## config.mk

```make
export PLATFORM = sky130hd
export DESIGN_NAME = game_ctrl
export DESIGN_NICKNAME = d
export VERILOG_FILES = /design/src/rtl/game_pkg.sv /design/src/rtl/btn_debounce.sv /design/src/rtl/game_ctrl.sv
export SDC_FILE = /design/constraint.sdc
export NUM_CORES = 1
export LEC_CHECK = 0
export CAP_MARGIN = 25
export CORE_AREA = 3 3 89 91
export DETAILED_ROUTE_END_ITERATION = 12
export DIE_AREA = 0 0 92 94
export GPL_TIMING_DRIVEN = 0
export PLACE_DENSITY = 0.65
export SYNTH_ARGS = -nofsm -noshare
export SYNTH_HDL_FRONTEND = slang
export SYNTH_SLANG_ARGS = --single-unit
```

## constraint.sdc

```tcl
create_clock -name clk_25 -period 6.1 [get_ports clk_25]
set_clock_uncertainty 0.1 [all_clocks]
set_input_delay 0.61 -clock clk_25 [delete_from_list [all_inputs] [get_ports clk_25]]
set_output_delay 0.61 -clock clk_25 [all_outputs]
set_load 0.02 [all_outputs]
```

## src/rtl/game_pkg.sv

```systemverilog
`default_nettype none
// ============================================================================
// Module      : game_pkg
// Description : Shared definitions for the game sequencer and the renderer:
//               game-state encodings, step-divider limits and small helpers.
// Revision    : 1.0 - initial release
// ============================================================================
package game_pkg;

    // Game state encoding; the renderer decodes the same values.
    typedef logic [1:0] game_state_t;

    localparam logic [1:0] ST_IDLE  = 2'b00;
    localparam logic [1:0] ST_RUN   = 2'b01;
    localparam logic [1:0] ST_PAUSE = 2'b10;
    localparam logic [1:0] ST_OVER  = 2'b11;

    // Frames-per-step limits for the divider (a step fires when div >= limit).
    localparam logic [1:0] DIV_SLOW = 2'd3;
    localparam logic [1:0] DIV_MED  = 2'd1;
    localparam logic [1:0] DIV_FAST = 2'd0;

    localparam logic [7:0] SCORE_MAX = 8'd255;

    // Map the speed switches to a divider limit; any 1x setting is fastest.
    function automatic logic [1:0] speed_limit(input logic [1:0] sel);
        logic [1:0] lim;
        case (sel)
            2'b00:   lim = DIV_SLOW;
            2'b01:   lim = DIV_MED;
            default: lim = DIV_FAST;
        endcase
        return lim;
    endfunction

    // Score increment that sticks at the top of the 8-bit range.
    function automatic logic [7:0] score_inc(input logic [7:0] s);
        logic [7:0] r;
        if (s == SCORE_MAX) begin
            r = s;
        end else begin
            r = s + 8'd1;
        end
        return r;
    endfunction

endpackage : game_pkg
`default_nettype wire

```

## src/rtl/btn_debounce.sv

```systemverilog
`default_nettype none
// ============================================================================
// Module      : btn_debounce
// Description : Two-flop synchroniser, stability counter and rising-edge
//               detector for one raw push button. Emits a one-cycle press
//               pulse for each accepted 0->1 change of the stable level.
// Revision    : 1.0 - initial release
// ============================================================================
module btn_debounce #(
    parameter int DEBOUNCE_CYCLES = 250000,
    parameter int CNT_W           = 18
) (
    input  logic clk_25,
    input  logic rst_n,
    input  logic btn,
    output logic press
);

    localparam logic [CNT_W-1:0] CNT_LAST = CNT_W'(DEBOUNCE_CYCLES - 1);

    logic             sync1_q,      sync1_d;
    logic             sync2_q,      sync2_d;
    logic             stable_q,     stable_d;
    logic             stable_dly_q, stable_dly_d;
    logic             press_q,      press_d;
    logic [CNT_W-1:0] cnt_q,        cnt_d;

    // Next-state logic: synchronise, count how long the new level persists,
    // accept it once it has been seen for DEBOUNCE_CYCLES cycles, then flag
    // the rising edge of the accepted level one cycle later.
    always_comb begin
        sync1_d      = btn;
        sync2_d      = sync1_q;
        stable_d     = stable_q;
        cnt_d        = cnt_q;
        if (sync2_q == stable_q) begin
            cnt_d = '0;
        end else if (cnt_q == CNT_LAST) begin
            stable_d = sync2_q;
            cnt_d    = '0;
        end else begin
            cnt_d = cnt_q + CNT_W'(1);
        end
        stable_dly_d = stable_q;
        press_d      = stable_q & ~stable_dly_q;
    end

    // State registers, cleared asynchronously so no half-counted press survives reset.
    always_ff @(posedge clk_25 or negedge rst_n) begin
        if (!rst_n) begin
            sync1_q      <= 1'b0;
            sync2_q      <= 1'b0;
            stable_q     <= 1'b0;
            stable_dly_q <= 1'b0;
            press_q      <= 1'b0;
            cnt_q        <= '0;
        end else begin
            sync1_q      <= sync1_d;
            sync2_q      <= sync2_d;
            stable_q     <= stable_d;
            stable_dly_q <= stable_dly_d;
            press_q      <= press_d;
            cnt_q        <= cnt_d;
        end
    end

    assign press = press_q;

endmodule : btn_debounce
`default_nettype wire

```

## src/rtl/game_ctrl.sv

```systemverilog
`default_nettype none
// ============================================================================
// Module      : game_ctrl
// Description : Frame-synchronous game sequencer. Debounces pause/jump,
//               tracks IDLE/RUN/PAUSE/OVER, and issues step/jump enables
//               aligned with the registered vsync falling edge. Keeps score.
// Revision    : 1.0 - initial release
// ============================================================================
module game_ctrl
    import game_pkg::*;
#(
    parameter int DEBOUNCE_CYCLES = 250000,
    parameter int CNT_W           = 18
) (
    input  logic       clk_25,
    input  logic       rst_n,
    input  logic       pause_btn,
    input  logic       jump_btn,
    input  logic [1:0] speed_sel,
    input  logic       vs,
    input  logic       collision,
    output logic [1:0] state,
    output logic       frame_start,
    output logic       step,
    output logic       jump,
    output logic [7:0] score
);

    logic pause_p;
    logic jump_p;

    btn_debounce #(
        .DEBOUNCE_CYCLES (DEBOUNCE_CYCLES),
        .CNT_W           (CNT_W)
    ) u_pause_db (
        .clk_25 (clk_25),
        .rst_n  (rst_n),
        .btn    (pause_btn),
        .press  (pause_p)
    );

    btn_debounce #(
        .DEBOUNCE_CYCLES (DEBOUNCE_CYCLES),
        .CNT_W           (CNT_W)
    ) u_jump_db (
        .clk_25 (clk_25),
        .rst_n  (rst_n),
        .btn    (jump_btn),
        .press  (jump_p)
    );

    // Synchronisers for speed switches and vsync, plus the vsync history bit.
    logic [1:0]  speed_s1_q, speed_s1_d;
    logic [1:0]  speed_s2_q, speed_s2_d;
    logic        vs_s1_q,    vs_s1_d;
    logic        vs_s2_q,    vs_s2_d;
    logic        vs_prev_q,  vs_prev_d;

    // Sequencer registers.
    game_state_t state_q,    state_d;
    logic        fs_q,       fs_d;
    logic        step_q,     step_d;
    logic        jump_q,     jump_d;
    logic [7:0]  score_q,    score_d;
    logic [1:0]  div_q,      div_d;
    logic        pend_q,     pend_d;
    logic [1:0]  limit;

    // Synchroniser shift: two flops per asynchronous input, one more for vs edge detection.
    always_comb begin
        speed_s1_d = speed_sel;
        speed_s2_d = speed_s1_q;
        vs_s1_d    = vs;
        vs_s2_d    = vs_s1_q;
        vs_prev_d  = vs_s2_q;
    end

    // Sequencer: every decision is taken from current (pre-update) state, and
    // frame-related outputs are registered on the same edge as frame_start.
    always_comb begin
        limit   = speed_limit(speed_s2_q);
        fs_d    = vs_prev_q & ~vs_s2_q;
        state_d = state_q;
        div_d   = div_q;
        pend_d  = pend_q;
        score_d = score_q;
        step_d  = 1'b0;
        jump_d  = 1'b0;
        case (state_q)
            ST_IDLE: begin
                // The starting press is consumed here and never latched as a jump.
                if (jump_p) begin
                    state_d = ST_RUN;
                    div_d   = '0;
                    pend_d  = 1'b0;
                    score_d = '0;
                end
            end
            ST_RUN: begin
                if (fs_d && collision) begin
                    // Collision wins over any coincident pause and yields no step.
                    state_d = ST_OVER;
                end else begin
                    if (fs_d) begin
                        // >= lets a lowered limit take effect on the very next frame.
                        if (div_q >= limit) begin
                            step_d = 1'b1;
                            div_d  = '0;
                        end else begin
                            div_d  = div_q + 2'd1;
                        end
                    end
                    if (jump_p) begin
                        pend_d = 1'b1;
                    end
                    if (step_d) begin
                        jump_d  = pend_q | jump_p;
                        pend_d  = 1'b0;
                        score_d = score_inc(score_q);
                    end
                    if (pause_p) begin
                        state_d = ST_PAUSE;
                    end
                end
            end
            ST_PAUSE: begin
                // Jump presses while paused are dropped; divider and latch are kept.
                if (pause_p) begin
                    state_d = ST_RUN;
                end
            end
            default: begin
                if (jump_p) begin
                    state_d = ST_IDLE;
                end
            end
        endcase
    end

    // Register update with asynchronous clear of every flop.
    always_ff @(posedge clk_25 or negedge rst_n) begin
        if (!rst_n) begin
            speed_s1_q <= 2'b00;
            speed_s2_q <= 2'b00;
            vs_s1_q    <= 1'b0;
            vs_s2_q    <= 1'b0;
            vs_prev_q  <= 1'b0;
            state_q    <= ST_IDLE;
            fs_q       <= 1'b0;
            step_q     <= 1'b0;
            jump_q     <= 1'b0;
            score_q    <= '0;
            div_q      <= '0;
            pend_q     <= 1'b0;
        end else begin
            speed_s1_q <= speed_s1_d;
            speed_s2_q <= speed_s2_d;
            vs_s1_q    <= vs_s1_d;
            vs_s2_q    <= vs_s2_d;
            vs_prev_q  <= vs_prev_d;
            state_q    <= state_d;
            fs_q       <= fs_d;
            step_q     <= step_d;
            jump_q     <= jump_d;
            score_q    <= score_d;
            div_q      <= div_d;
            pend_q     <= pend_d;
        end
    end

    assign state       = state_q;
    assign frame_start = fs_q;
    assign step        = step_q;
    assign jump        = jump_q;
    assign score       = score_q;

endmodule : game_ctrl
`default_nettype wire

```

==> impl_metrics.env, run 1 <==
export IMPL_status="completed"
export IMPL_async_flop_share_pct=100.0
export IMPL_cp_start_kind="flop"
export IMPL_vias=2209
export IMPL_critical_path_class="flop to flop"
export IMPL_grt_overflow=0
export IMPL_total_power_mw=0.8445
export IMPL_synth_most_common_cell="dfrtp_1"
export IMPL_hold_buffers=0
export IMPL_slowest_stage="or4_4"
export IMPL_initial_utilization_pct=44.66
export IMPL_synth_net_count=322
export IMPL_end_kind="flop"
export IMPL_place_inst=424
export IMPL_clkLatencyLatePin_ns=0.33
export IMPL_antenna_left=0
export IMPL_die_h_um=94
export IMPL_maxSlewViolCount=0
export IMPL_use_met1_pct=18.41
export IMPL_synth_area_top_cells="dfrtp_1, nor2_1, xnor2_1"
export IMPL_grt_first_pass_wirelength_um=9508
export IMPL_clock_sinks=69
export IMPL_dp_slack_ns=3.536
export IMPL_grt_pass1_vias=2140
export IMPL_rows=31
export IMPL_fin_tns_setup_ns=0
export IMPL_die_w_um=92
export IMPL_fin_ws_ns=3.834
export IMPL_arrival_ns=2.42
export IMPL_fin_nets=353
export IMPL_p_leak_nw=1.583
export IMPL_setup_viol=0
export IMPL_synth_avg_cell_area_um2=10.56
export IMPL_synth_top_area_share_pct=53.59
export IMPL_fin_crit_sh_pct=37.14
export IMPL_met2_usage_pct=21.23
export IMPL_grt_max_degree=70
export IMPL_tritoncts="done"
export IMPL_dr_pass1_iters=4
export IMPL_drv_cap=0
export IMPL_antenna_found_initial=0
export IMPL_fin_area_um2=3724
export IMPL_core_area_um2=7214
export IMPL_syn2layout_area_growth_pct=15.57
export IMPL_synthCells=305
export IMPL_cp_required_ns=6.26
export IMPL_reg2reg_slack_ns=3.83
export IMPL_p_per_area_nw_per_um2=226.8
export IMPL_top_usage_layer="met2"
export IMPL_wirelength_um=5392
export IMPL_grt_setup_unrepaired="no"
export IMPL_worstPathMaxFanout=8
export IMPL_grtUsageTotal_pct=13.85
export IMPL_startpoint="speed_s2_q[0]"
export IMPL_final_instance_count_excl_fill=439
export IMPL_ff2ff_path_depth=6
export IMPL_cp_depth=6
export IMPL_dpl_cell_area_um2=3543
export IMPL_path_cells="or2_2 -> ha_1 -> a21oi_2 -> or4_4 -> or3_1 -> o211ai_2"
export IMPL_io_pins=21
export IMPL_holdCritPathClass="flop to flop"
export IMPL_path_delay_family="simple AND/OR/NAND/NOR gates"
export IMPL_use_met3_pct=2.965
export IMPL_fmax_mhz=441.4
export IMPL_worstMarginPinSlew_ns=0.8340
export IMPL_hold_viol_final=0
export IMPL_synth_edff_count=0
export IMPL_wire_per_inst_um=12.28
export IMPL_drive_above_1_share_pct=12.06
export IMPL_slowest_delay_ns=0.59
export IMPL_globalplace_congestion=0.8014
export IMPL_synth_commonest_cells="dfrtp_1, nor2_1, nand2_1"
export IMPL_clkTransAtPathRegs_ns=0.07
export IMPL_peakVddDrop_v=0.0001055
export IMPL_die_area_um2=8648
export IMPL_yosys_warnings=0
export IMPL_r2r_end="score[4]"
export IMPL_r2r_start="speed_s2_q[0]"
export IMPL_cts_made_buffers=9
export IMPL_crit_path_end="score[4]"
export IMPL_dominantRegCellSynth="dfrtp_1"
export IMPL_yosysTopAreaCell="dfrtp_1"
export IMPL_cts_root_buffer="clkbuf_8"
export IMPL_drc=0
export IMPL_critPathBufInv=0
export IMPL_drt_iter0_markers=88
export IMPL_via_per_inst=5.032
export IMPL_maxSlewHeadroom_pct=44.40
export IMPL_ctsResizeCount=0
export IMPL_numPortBuffers=20
export IMPL_clock_path_buffers=2
export IMPL_htreeDepth=3
export IMPL_diodes=0
export IMPL_cts_setup_buffers=0
export IMPL_synth_seq_cells=69
export IMPL_synth_cell_types=47
export IMPL_yosysSeqAreaShare_pct=53.59
export IMPL_period_minus_slack_ns=2.266
export IMPL_netlist_area_um2=3222
export IMPL_dp_hpwl_um=3763
sequential cells by signal, summed over array words and instances, names as in the netlist, 2 cells and up:
signal and flops:
div_q 2, score 8, speed_s1_q 2, speed_s2_q 2, state 2, u_jump_db.cnt_q 18
u_pause_db.cnt_q 18
per-stage QoR:
stage	util (%)	hold slack [ns]
after global placement	49.15	0.2336
after global routing	51.61	0.2544
after floorplan	-	0.2144
after detailed placement	49.12	0.2347
final	51.61	0.2483
after CTS	51.61	0.2514
placed cells by master, fill, tap and decap left out, drive strengths merged, types with 2 or more instances in the layout:
cell,instances
a21oi,8
a31oi,2
and2b,2
and3,2
and4,4
buf,7
clkbuf,11
clkdlybuf4s50,19
clkinv,3
dfrtp,69
ha,9
inv,14
mux2,4
mux2i,2
nand2,23
nand3,17
nand3b,3
nand4,10
nor2,49
nor2b,6
nor3,7
nor4,7
o211ai,2
o21ai,4
or2,4
or3,3
or4,2
xnor2,19
xor2,14
layer usage:
layer	vias up	wire (um)	part of all wire, %
met4	0	82	1.5
met2	34	2442	45
met1	1067	2672	50
li1	1102	-	-
met3	6	195	3.6
met5	-	0	0
area by class of cell:
| cell class | count | area, um^2 |
|---|---|---|
| fillers | 695 | 3491 |
| flip-flops and latches | 69 | 1727 |
| multi-input cells | 215 | 1388 |
| repair buffers | 20 | 197.7 |
| clock buffers | 10 | 127.6 |
| well taps | 99 | 123.9 |
| plain buffers | 7 | 55.05 |
| clock inverters | 5 | 52.55 |
| inverters | 14 | 52.55 |
worst min-delay path by stage:
stage	startpoint	endpoint	slack, ns	depth (start not counted)
floorplan	rst_n	div_q[0]	0.21	0
global placement	speed_s1_q[1]	speed_s2_q[1]	0.23	0
detailed placement	u_jump_db.sync1_q	u_jump_db.sync2_q	0.23	0
CTS	u_jump_db.sync1_q	u_jump_db.sync2_q	0.25	0
global route	u_pause_db.sync1_q	u_pause_db.sync2_q	0.25	0
finish	u_pause_db.sync1_q	u_pause_db.sync2_q	0.25	0
logic make-up after synthesis:
family | after synthesis | synth area share [%]
multiplexers | 6 | 2.019
buffers and inverters | 21 | 3.339
adder cells (fa/ha/maj) | 9 | 3.495
XOR/XNOR | 33 | 8.971
AO/OA/AOI/OAI | 25 | 5.243
AND/OR/NAND/NOR | 142 | 23.34
flip-flops | 69 | 53.59
power breakdown:
| part | switching [mW] | total [mW] | leakage, nW | internal (mW) |
|---|---|---|---|---|
| Sequential | 0.00456 | 0.469 | 0.906 | 0.465 |
| Combinational | 0.0193 | 0.0315 | 0.585 | 0.0122 |
| Clock | 0.159 | 0.344 | 0.0919 | 0.185 |
| Total | 0.183 | 0.845 | 1.58 | 0.661 |
No activity file was read; power rests on OpenSTA's default activity.
==> inputs of run 2 (changes only) <==
==> constraint.sdc (replaced) <==
create_clock -name clk_25 -period 2.29 [get_ports clk_25]
set_clock_uncertainty 0.1 [all_clocks]
set_input_delay 0.229 -clock clk_25 [delete_from_list [all_inputs] [get_ports clk_25]]
set_output_delay 0.229 -clock clk_25 [all_outputs]
set_load 0.02 [all_outputs]
==> impl_metrics.env, run 2 (same netlist as run 1, synthesis figures left out) <==
export IMPL_drive_above_1_share_pct=12.32
export IMPL_critPathBufInv=0
export IMPL_ff2ff_path_depth=6
export IMPL_via_per_inst=5.018
export IMPL_io_pins=21
export IMPL_final_instance_count_excl_fill=440
export IMPL_critical_path_class="flop to flop"
export IMPL_vias=2208
export IMPL_path_cells="or2_2 -> ha_4 -> a21oi_4 -> or4_4 -> or3_1 -> o211ai_2"
export IMPL_crit_path_end="score[4]"
export IMPL_maxSlewHeadroom_pct=44.26
export IMPL_drv_cap=0
export IMPL_hold_depth=1
export IMPL_status="completed"
export IMPL_clkTransAtPathRegs_ns=0.07
export IMPL_drc=0
export IMPL_grt_first_pass_wirelength_um=9494
export IMPL_rows=31
export IMPL_cts_made_buffers=9
export IMPL_total_power_mw=2.256
export IMPL_clock_sinks=69
export IMPL_drt_iter0_markers=96
export IMPL_worstPathMaxFanout=8
export IMPL_holdCritPathClass="primary input to flop"
export IMPL_die_w_um=92
export IMPL_worstMarginPinSlew_ns=0.8361
export IMPL_multi_input_area_um2=1408
export IMPL_htreeDepth=3
export IMPL_wirelength_um=5419
export IMPL_die_h_um=94
export IMPL_slowest_stage="or4_4"
export IMPL_hold_viol_final=0
export IMPL_cp_start_kind="flop"
export IMPL_core_area_um2=7214
export IMPL_place_inst=424
export IMPL_setup_viol=0
export IMPL_antenna_left=0
export IMPL_clkLatencyLatePin_ns=0.33
export IMPL_dr_pass1_iters=4
export IMPL_clock_path_buffers=2
export IMPL_globalplace_congestion=0.8014
export IMPL_fin_nets=354
export IMPL_grt_overflow=0
export IMPL_fin_crit_sh_pct=97.49
export IMPL_slowest_delay_ns=0.58
export IMPL_numPortBuffers=20
export IMPL_p_leak_nw=1.590
export IMPL_grt_max_degree=70
export IMPL_final_common_cell="dfrtp_1"
export IMPL_r2r_end="score[4]"
export IMPL_cts_root_buffer="clkbuf_8"
export IMPL_cp_required_ns=2.45
export IMPL_grt_setup_unrepaired="no"
export IMPL_r2r_start="speed_s2_q[0]"
export IMPL_die_area_um2=8648
export IMPL_startpoint="speed_s2_q[0]"
export IMPL_antenna_found_initial=0
export IMPL_p_per_area_nw_per_um2=601.0
export IMPL_wire_per_inst_um=12.32
export IMPL_cts_setup_buffers=0
export IMPL_maxSlewViolCount=0
export IMPL_peakVddDrop_v=0.0002814
export IMPL_tritoncts="done"
export IMPL_end_kind="flop"
export IMPL_fmax_mhz=447.9
export IMPL_initial_utilization_pct=44.66
export IMPL_dp_hpwl_um=3763
export IMPL_reg2reg_slack_ns=0.06
export IMPL_layout_common_cells="dfrtp_1, nor2_1, nand2_1, xnor2_1, clkdlybuf4s50_1"
export IMPL_seq_area_um2=1727
export IMPL_grt_pass1_vias=2138
export IMPL_nFillCells=691
export IMPL_grtUsageTotal_pct=13.83
export IMPL_path_delay_family="simple AND/OR/NAND/NOR gates"
export IMPL_diodes=0
export IMPL_period_minus_slack_ns=2.233
export IMPL_syn2layout_area_growth_pct=16.50
export IMPL_cp_depth=6
export IMPL_arrival_ns=2.39
run 2: cell count changes in the layout (fill, tap and decap cells not counted), sizes merged:
cell,change
dlygate4sd3,+1
run 2: worst min-delay path by stage:
stage | from | to
2_1_floorplan | rst_n | div_q[0]
3_3_place_gp | speed_s1_q[1] | speed_s2_q[1]
3_5_place_dp | u_jump_db.sync1_q | u_jump_db.sync2_q
4_1_cts | vs | vs_s1_q
5_1_grt | speed_sel[1] | speed_s1_q[1]
6_report | vs | vs_s1_q
run 2: metal layers:
metal | vias up | routed length, um | GRT usage [%]
li1 | 1104 | - | -
met4 | 0 | 82 | 7.426
met3 | 6 | 158 | 2.965
met1 | 1068 | 2722 | 18.36
met5 | - | 0 | 0
met2 | 30 | 2455 | 21.23
run 2: area by class of cell:
| cell class | count | share of cell area, % |
|---|---|---|
| Inverter | 14 | 1.400 |
| Buffer | 7 | 1.467 |
| Sequential cell | 69 | 46.00 |
| Clock inverter | 5 | 1.400 |
| Multi-Input combinational cell | 215 | 37.50 |
| Tap cell | 99 | 3.300 |
| Clock buffer | 10 | 3.400 |
| Timing Repair Buffer | 21 | 5.533 |
run 2: where the power goes:
| part | internal, mW | total (mW) | switching [mW] | leakage, nW |
|---|---|---|---|---|
| combinational | 0.0359 | 0.0893 | 0.0534 | 0.592 |
| clock | 0.492 | 0.917 | 0.425 | 0.0919 |
| sequential | 1.24 | 1.25 | 0.0121 | 0.906 |
| total | 1.77 | 2.26 | 0.491 | 1.59 |
run 2: timing repair:
item / in CTS / in global routing
hold buffers: 1 / 0
setup endpoints to repair: 0 / 1
gates resized for setup: 0 / 2
hold endpoints to repair: 69 / 0
run 2: metrics by stage:
| step | area, um^2 | setup WS (ns) | hold WS [ns] | utilization, % | setup TNS [ns] |
|---|---|---|---|---|---|
| final | 3754 | 0.05739 | 0.2357 | 52.03 | 0 |
| after global routing | 3754 | 0.004928 | 0.2224 | 52.03 | 0 |
| after CTS | 3734 | 0.006146 | 0.2140 | 51.75 | 0 |
| after detailed placement | 3543 | 0.03224 | 0.2347 | 49.12 | 0 |
| after global placement | 3546 | -1.434 | 0.2336 | 49.15 | -98.69 |
| after floorplan | 3222 | 0.1554 | -0.1666 | - | 0 |
==> inputs of run 3 (changes only) <==
--- a/config.mk
+++ b/config.mk
@@ -14,3 +14,4 @@
 export SYNTH_ARGS = -nofsm -noshare
 export SYNTH_HDL_FRONTEND = slang
 export SYNTH_SLANG_ARGS = --single-unit
+export TNS_END_PERCENT = 50
==> results of run 3 <==
No change in the layout: final DEF, timing and power equal those of run 2.
